===== config.mk =====
export PLATFORM = sky130hd
export DESIGN_NAME = systolic_result_collector
export DESIGN_NICKNAME = d
export VERILOG_FILES = /design/src/rtl/systolic_result_collector.sv
export SDC_FILE = /design/constraint.sdc
export NUM_CORES = 2
export LEC_CHECK = 0
export CORE_AREA = 10 10 414 416
export CTS_BUF_LIST = sky130_fd_sc_hd__clkbuf_8
export DETAILED_ROUTE_END_ITERATION = 8
export DIE_AREA = 0 0 424 426
export DONT_BUFFER_PORTS = 1
export MAX_ROUTING_LAYER = met4
export PLACE_DENSITY = 0.78
export SLEW_MARGIN = 20
export SYNTH_ARGS = -nofsm -noshare
export SYNTH_HDL_FRONTEND = slang
export SYNTH_SLANG_ARGS = --single-unit
export TNS_END_PERCENT = 30

===== constraint.sdc =====
create_clock -name clk -period 4.55 [get_ports clk]
set_input_delay 1.1375 -clock clk [delete_from_list [all_inputs] [get_ports clk]]
set_output_delay 1.1375 -clock clk [all_outputs]
set_load 0.05 [all_outputs]

===== src/rtl/systolic_result_collector.sv =====
// systolic_result_collector: deskews 8x8 systolic array outputs, requantizes them and streams the tile row by row
module systolic_result_collector #(
    parameter int DATA_WIDTH = 8,
    parameter int ACC_WIDTH  = 32,
    parameter int FIRST_LAT  = 10
) (
    input  logic                         clk,
    input  logic                         rst,
    input  logic                         start,
    input  logic                         relu_en,
    input  logic [4:0]                   shift,
    input  logic signed [ACC_WIDTH-1:0]  c_in [8],
    output logic                         out_valid,
    input  logic                         out_ready,
    output logic signed [DATA_WIDTH-1:0] out_row [8],
    output logic [2:0]                   out_row_idx,
    output logic                         busy,
    output logic                         done
);
    typedef enum logic [1:0] {IDLE, CAPTURE, DRAIN} state_t;

    localparam logic [7:0] T_END = 8'(FIRST_LAT + 14);
    localparam logic signed [ACC_WIDTH-1:0] SAT_MAX = ACC_WIDTH'((1 << (DATA_WIDTH - 1)) - 1);
    localparam logic signed [ACC_WIDTH-1:0] SAT_MIN = ~SAT_MAX;

    state_t state, state_n;
    logic [7:0] t;
    logic [2:0] row_ptr;
    logic relu_q;
    logic [4:0] shift_q;
    logic accept, last;
    logic signed [ACC_WIDTH-1:0] tile [8][8];

    function automatic logic signed [DATA_WIDTH-1:0] requant(
        input logic signed [ACC_WIDTH-1:0] x,
        input logic relu,
        input logic [4:0] sh
    );
        logic signed [ACC_WIDTH-1:0] v;
        v = (relu && x[ACC_WIDTH-1]) ? '0 : x;
        v = v >>> sh;
        return v > SAT_MAX ? SAT_MAX[DATA_WIDTH-1:0] : v < SAT_MIN ? SAT_MIN[DATA_WIDTH-1:0] : v[DATA_WIDTH-1:0];
    endfunction

    assign accept      = state == DRAIN && out_ready;
    assign last        = accept && row_ptr == 3'd7;
    assign busy        = state != IDLE;
    assign out_valid   = state == DRAIN;
    assign out_row_idx = row_ptr;

    // state register
    always_ff @(posedge clk)
        state <= rst ? IDLE : state_n;

    // next state: start only honoured in IDLE, capture ends once lane 7 wrote row 7
    always_comb begin
        state_n = state;
        state_n = (state == IDLE && start) ? CAPTURE :
                  (state == CAPTURE && t == T_END) ? DRAIN :
                  last ? IDLE : state;
    end

    // cycle counter, latched requant settings, drain row pointer and done pulse
    always_ff @(posedge clk) begin
        if (rst) begin
            t       <= '0;
            row_ptr <= '0;
            relu_q  <= 1'b0;
            shift_q <= '0;
            done    <= 1'b0;
        end else begin
            done <= last;
            if (state == IDLE && start) begin
                t       <= 8'd1;
                relu_q  <= relu_en;
                shift_q <= shift;
                row_ptr <= '0;
            end else if (state == CAPTURE) begin
                t <= t + 8'd1;
            end
            if (accept)
                row_ptr <= row_ptr + 3'd1;
        end
    end

    // deskew: lane k holds row r at t = FIRST_LAT + k + r
    always_ff @(posedge clk)
        for (int k = 0; k < 8; k++)
            if (state == CAPTURE && t >= 8'(FIRST_LAT + k) && t < 8'(FIRST_LAT + k + 8))
                tile[3'(t - 8'(FIRST_LAT + k))][k] <= c_in[k];

    // requantize the current drain row; zeros when not presenting data
    always_comb
        for (int k = 0; k < 8; k++)
            out_row[k] = state == DRAIN ? requant(tile[row_ptr][k], relu_q, shift_q) : '0;
endmodule

* Word level (Yosys, flattened, before mapping) *
Memories as Yosys holds them, arrays and structs flattened. A register that Yosys moved wholly into a read port is not among the register bits.
Cells that the tools add are included.

operators by class
  muxes and demuxes = 57
  add/sub/neg operators = 10
  shift operators = 8
  equality and inequality tests = 4
  reductions and logical operators = 35
  order comparisons = 32

operator list
  operator                                                            number
  greater-than comparator 32 x 8 -> 1 bit (second input constant)     8
  < comparator 32 x 8 -> 1 bit (second input constant)                8
  2-to-1 mux 32 bit                                                   8
  >>> shifter 32 x 5 -> 32 bit                                        8
  2-to-1 mux 8 bit                                                    24
  < comparator 8 x 5 -> 1 bit (second input constant)                 8
  greater-or-equal comparator 8 x 4 -> 1 bit (second input constant)  6
  logical AND 1 bit                                                   28
  2-to-1 mux 1 bit                                                    19
  greater-or-equal comparator 8 x 5 -> 1 bit (second input constant)  2
  2-to-1 mux 3 bit                                                    4
  subtractor 3 bit (second input constant)                            4
  adder 8 x 1 -> 8 bit (second input constant)                        1
  == test 8 x 5 -> 1 bit (second input constant)                      1
  nonzero test 2 bit                                                  4
  subtractor 3 x 1 -> 3 bit (second input constant)                   2
  subtractor 3 x 2 -> 3 bit (second input constant)                   2
  2-to-1 mux 2 bit                                                    2
  adder 3 x 1 -> 3 bit (second input constant)                        1
  == test 3 bit (second input constant)                               1
  nonzero test 3 bit                                                  1
  == test 2 x 1 -> 1 bit (second input constant)                      1
  == test 2 bit (second input constant)                               1
  zero test 2 bit                                                     1
  OR reduction 2 bit                                                  1

word-level totals
  memories kept = 1
  register bits after elaboration = 20
  input bits = 266
  output and inout port bits = 70
  word-level logic and storage cells = 155
  memory bits (writable) = 2048

memory list
  name  words  width  rd ports  clocked after Yosys merged registers in  wr ports  RTL line  RTL
  tile  8      256    1         1                                        8         32        logic signed [ACC_WIDTH-1:0] tile [8][8];

* Logic depth before layout (Yosys ltp) *
  depth in word-level cells = 7
  depth in mapped cells = 19
  depth with buffers taken out = 10

* Worst setup path after synthesis *
OpenSTA, ideal clock, no wires.

  path kind = register -> output
  start point = register with a tool-made name
  end point = output port out_row[11] (netlist bit)
  arrival time = 4251 ps
  path buffers = 5
  stages on the path, launching flop included = 16
  setup slack = -838 ps
  path through = dfxtp_1 -> buf_6 -> buf_6 -> inv_2 -> buf_6 -> buf_4 -> buf_2 -> mux2i_1 -> mux4_2 -> or3_1 -> o311a_1 -> a221oi_2 -> nand4_1 -> nor4b_2 -> o221ai_2 -> o31ai_1

RTL lines
  item       RTL line  RTL
  to (decl)  15        output logic signed [DATA_WIDTH-1:0] out_row [8],

==> reports/results.md <==
- Clock Tree Buf Depth: 4
- max_cap viols: 0
- number of non-filler instances in the completed layout: 10,100
- Power Dens Cells: 331 nW/um2
- vias after detailed routing: 72,700
- worst vdd rail ir drop: 0.363 mV
- sequential element share of the synthesized area: 63.7%
- share of the synthesized area in the top cell type: 63.2%
- remaining max-slew budget at the tightest pin: 20.2%
- number of iterations in the first detailed-routing pass: 9
- Root Buffer: sky130_fd_sc_hd__clkbuf_8
- via count of the first global-routing pass: 71,000
- timing-limited maximum frequency: 0.154 GHz
- number of synthesized flops with an enable pin: 2,048
- xor and xnor area share after synthesis: 0.0630%
- overall die width: 424 um
- slack of the critical path: -1.94 ns
- global route total overflow: 0
- minimum period implied by the final worst setup slack: 6.49 ns
- Cells after Synth: 6,248
- vertical die dimension: 426 um
- antenna viol nets, final: 0
- clock tree from TritonCTS: yes
- cell type group with the largest total delay on the critical path: multiplexers
- Crit-path slowest cell: sky130_fd_sc_hd__mux4_2
- Cell Chain, Critical Path: buf_12, buf_12, buf_12, mux4_2, buf_4, mux4_2, mux2_2, a311oi_1, and4b_1, a31oi_1, o311ai_4, buf_12, o21ai_2, buf_12
- final core area utilization: 74.2%
- fraction of final layout cells sized beyond drive strength 1: 38.9%
- Placed Area: 112,000 um2
- worst-skew pair later-pin latency: 1.13 ns
- simple logic cell fraction of the synthesized area: 5.94%
- clock input transition at the sequential cells of the worst setup and hold paths: 0.08 ns
- complex-gate fraction of the synthesized area: 9.99%
- FILL cells: 9,580
- critical path class: reg2out
- largest net degree at the start of global routing: 56
- Mapped Avg Cell Area: 15.6 um2
- number of antenna violations at the first check in global routing: 30
- total number of yosys warnings: 0
- main area contributors after synthesis: sky130_fd_sc_hd__edfxtp_1 63%, sky130_fd_sc_hd__mux4_2 11%, sky130_fd_sc_hd__mux2i_1 4.2%
- CORE AREA: 163,000 um2
- I/O Pins: 336
- half-perimeter wire length of the detailed placement result: 264 mm
- area added between synthesis and finish: 24.0%
- Die Area: 181,000 um2
- violations in the final reports: DRC, setup timing
- highest cell delay on the worst timing path: 0.51 ns
- Final period util: 143%
- number of levels in the clock H-tree: 5
- Initial Util: 59.8%
- standard-cell row count: 148
- result of the run: finished with violations
- Port Buffers: 0
- Final Routed Wirelength: 381 mm
- adder and majority gate portion of the synthesized area: 0.0900%
- Cells after DPL: 9,441
- register area: 62,000 um2
- drc violations: 5
- synthesized net count: 6,521
- Detailed Route Iter0 Violations: 11,400
- number of buffers and inverters on the critical path: 6
- nets: 7,956
- cell leakage power: 41.0 nW
- worst clock skew: 0.0675 ns
- number of sinks handled by clock tree synthesis: 2,071
- main combinational cell family by area after synthesis: multiplexers
- share of async-settable or async-resettable flops after synthesis: 0%
- hold-fix buffer count after cts: 0
- Pins Over Slew Limit: 0
- Wirelength per Cell: 37.6 um
- startpoint kind of the worst setup timing path: flop
- synthesis-stage register bit count: 2,071
- post-route cell area: 121,000 um2
- cts bufs inserted: 335
- data arrival time of the critical path: 5.35 ns
- Worst Hold Slack: 0.101 ns
- Final setup violation count: 57
- Mapped Area: 97,300 um2
- type of the worst min-delay path: in2reg
- Fin. Hold Viols: 0
- GRT Total Usage: 42.1%
- worst-margin pin slew: 1.20 ns
- required arrival time at the worst endpoint: 3.41 ns
- CP max FO: 52
- multi-input gate area in the final layout: 35,300 um2
- distinct cell type count of the synthesized netlist: 122
- most frequent cell on the critical path: sky130_fd_sc_hd__buf_12
- Via density: 7.18
- share of cell area taken by muxes after synthesis: 17.5%
- critical path endpoint category: output port
- ys flop type: sky130_fd_sc_hd__edfxtp_1
- GPL Wtd Cong: 1.03
- RSZ-0062 raised after global routing: true
- Synth area leader: sky130_fd_sc_hd__edfxtp_1
- first-pass GRT wire length: 526 mm
- sum of negative setup slack: -102.19 ns
-- layout by cell type (no fill, tap or decap), types with 34 or more instances in the layout --
master                     Yosys  final
sky130_fd_sc_hd__edfxtp_1   2048   2048
sky130_fd_sc_hd__buf_4        42   1346
sky130_fd_sc_hd__mux4_2      467    467
sky130_fd_sc_hd__mux2i_1     406    398
sky130_fd_sc_hd__nand2_1     367    357
sky130_fd_sc_hd__clkbuf_8      0    343
sky130_fd_sc_hd__nor2_1      400    328
sky130_fd_sc_hd__mux2_2      195    178
sky130_fd_sc_hd__a21oi_1     193    175
sky130_fd_sc_hd__buf_12        6    168
sky130_fd_sc_hd__o21ai_0     177    164
sky130_fd_sc_hd__inv_1        20    115
sky130_fd_sc_hd__o22ai_1     118     85
sky130_fd_sc_hd__nand3_1      87     79
sky130_fd_sc_hd__a22oi_1     107     75
sky130_fd_sc_hd__nor3_1       93     74
sky130_fd_sc_hd__clkinv_1      0     67
sky130_fd_sc_hd__o211ai_1     66     66
sky130_fd_sc_hd__a211oi_1     75     66
sky130_fd_sc_hd__nor2_4        1     65
sky130_fd_sc_hd__a31oi_1      57     49
sky130_fd_sc_hd__a221oi_1     54     48
sky130_fd_sc_hd__a22o_1       44     42
sky130_fd_sc_hd__and2_1       47     40
sky130_fd_sc_hd__a22oi_2       6     38
sky130_fd_sc_hd__diode_2       0     35
sky130_fd_sc_hd__o221ai_1     38     34
-- worst reg2reg max path, delay by kind of cell, from the launching register on --
family	cells	cell delay (ns)
AND/OR/NAND/NOR	2	1.45
adder cells (fa/ha/maj)	1	0.41
flip-flops	1	0.66
buffers and inverters	2	0.66
-- report_power, final --
part | switching (mW) | internal (mW)
Combinational | 2.31 | 1.57
Clock | 7.50 | 7.60
Sequential | 0.0185 | 21.0
-- what timing repair did --
| action | in CTS | in global routing |
|---|---|---|
| resized for setup | 176 | 103 |
| setup buffers | 43 | 24 |
| pin swaps | 46 | 22 |
| gates cloned | 9 | 4 |
| endpoints found under the setup margin | 63 | 62 |
-- cells by family (layout without fill, tap and decap cells) --
logic type      count (synthesis)  after routing
xor+xnor                        7              7
mux                          1085           1085
fa+ha+maj                       7              7
compound gates               1347           1347
other cells                     0             35
simple gates                 1240           1240
flops                        2071           2071
buf+inv                       491           2157
-- per-layer routing --
layer / GRT usage [%] / routed length [um] / up-vias
met5: - / 0 / -
met2: 62.7 / 175000 / 6365
met4: 22.1 / 24400 / 0
met1: 52.5 / 133000 / 36400
met3: 12.1 / 49200 / 1229
li1: - / - / 28700
-- sequential cells by signal (all words and copies together), names as in the netlist, named ones only --
register and count:
shift_q 5, state 2, done 1, t 8
tile 2048, out_row_idx 3, relu_q 1
-- cell type report --
cell class | count | share of cell area (%)
well taps | 2175 | 2.26
multi-input cells | 3686 | 29.2
flip-flops and latches | 2071 | 51.4
diodes | 35 | 0.0726
clock inverters | 225 | 1.02
inverters | 22 | 0.0933
repair buffers | 1567 | 12.0
clock buffers | 343 | 3.91
-- Yosys cell counts, types with 29 or more instances --
cell type,number
sky130_fd_sc_hd__nand2b_1,29
sky130_fd_sc_hd__a22o_1,44
sky130_fd_sc_hd__o21ai_1,34
sky130_fd_sc_hd__o2111ai_1,32
sky130_fd_sc_hd__o21ai_0,177
sky130_fd_sc_hd__mux2_2,195
sky130_fd_sc_hd__clkbuf_1,204
sky130_fd_sc_hd__nor2_1,400
sky130_fd_sc_hd__buf_1,56
sky130_fd_sc_hd__and2_1,47
sky130_fd_sc_hd__o211ai_1,66
sky130_fd_sc_hd__buf_2,102
sky130_fd_sc_hd__nand4_1,33
sky130_fd_sc_hd__nor4_1,32
sky130_fd_sc_hd__a21oi_1,193
sky130_fd_sc_hd__edfxtp_1,2048
sky130_fd_sc_hd__o22ai_1,118
sky130_fd_sc_hd__a211oi_1,75
sky130_fd_sc_hd__nand2_1,367
sky130_fd_sc_hd__buf_6,53
sky130_fd_sc_hd__a22oi_1,107
sky130_fd_sc_hd__mux2i_1,406
sky130_fd_sc_hd__nor3_1,93
sky130_fd_sc_hd__mux4_2,467
sky130_fd_sc_hd__a221oi_1,54
sky130_fd_sc_hd__o221ai_1,38
sky130_fd_sc_hd__a31oi_1,57
sky130_fd_sc_hd__buf_4,42
sky130_fd_sc_hd__nand3_1,87
-- final timing paths --
check                           startpoint            to  slack [ns]  cells past startpoint
worst max-delay path                  flop   out_row[50]       -1.94                     14
worst min-delay path              c_in[48]   tile[5][48]        0.10                      0
worst max register to register        t[1]  tile[1][134]        1.03                      5
worst min register to register        t[7]          t[7]        0.56                      2
-- stage by stage --
step,power (mW),worst slack [ns]
2_1_floorplan,23.0,-0.374
3_3_place_gp,25.0,-0.982
3_5_place_dp,25.0,-1.02
4_1_cts,39.7,-1.90
5_1_grt,40.8,-2.04
6_report,40.0,-1.94
Power figures use the tool's default switching activity.
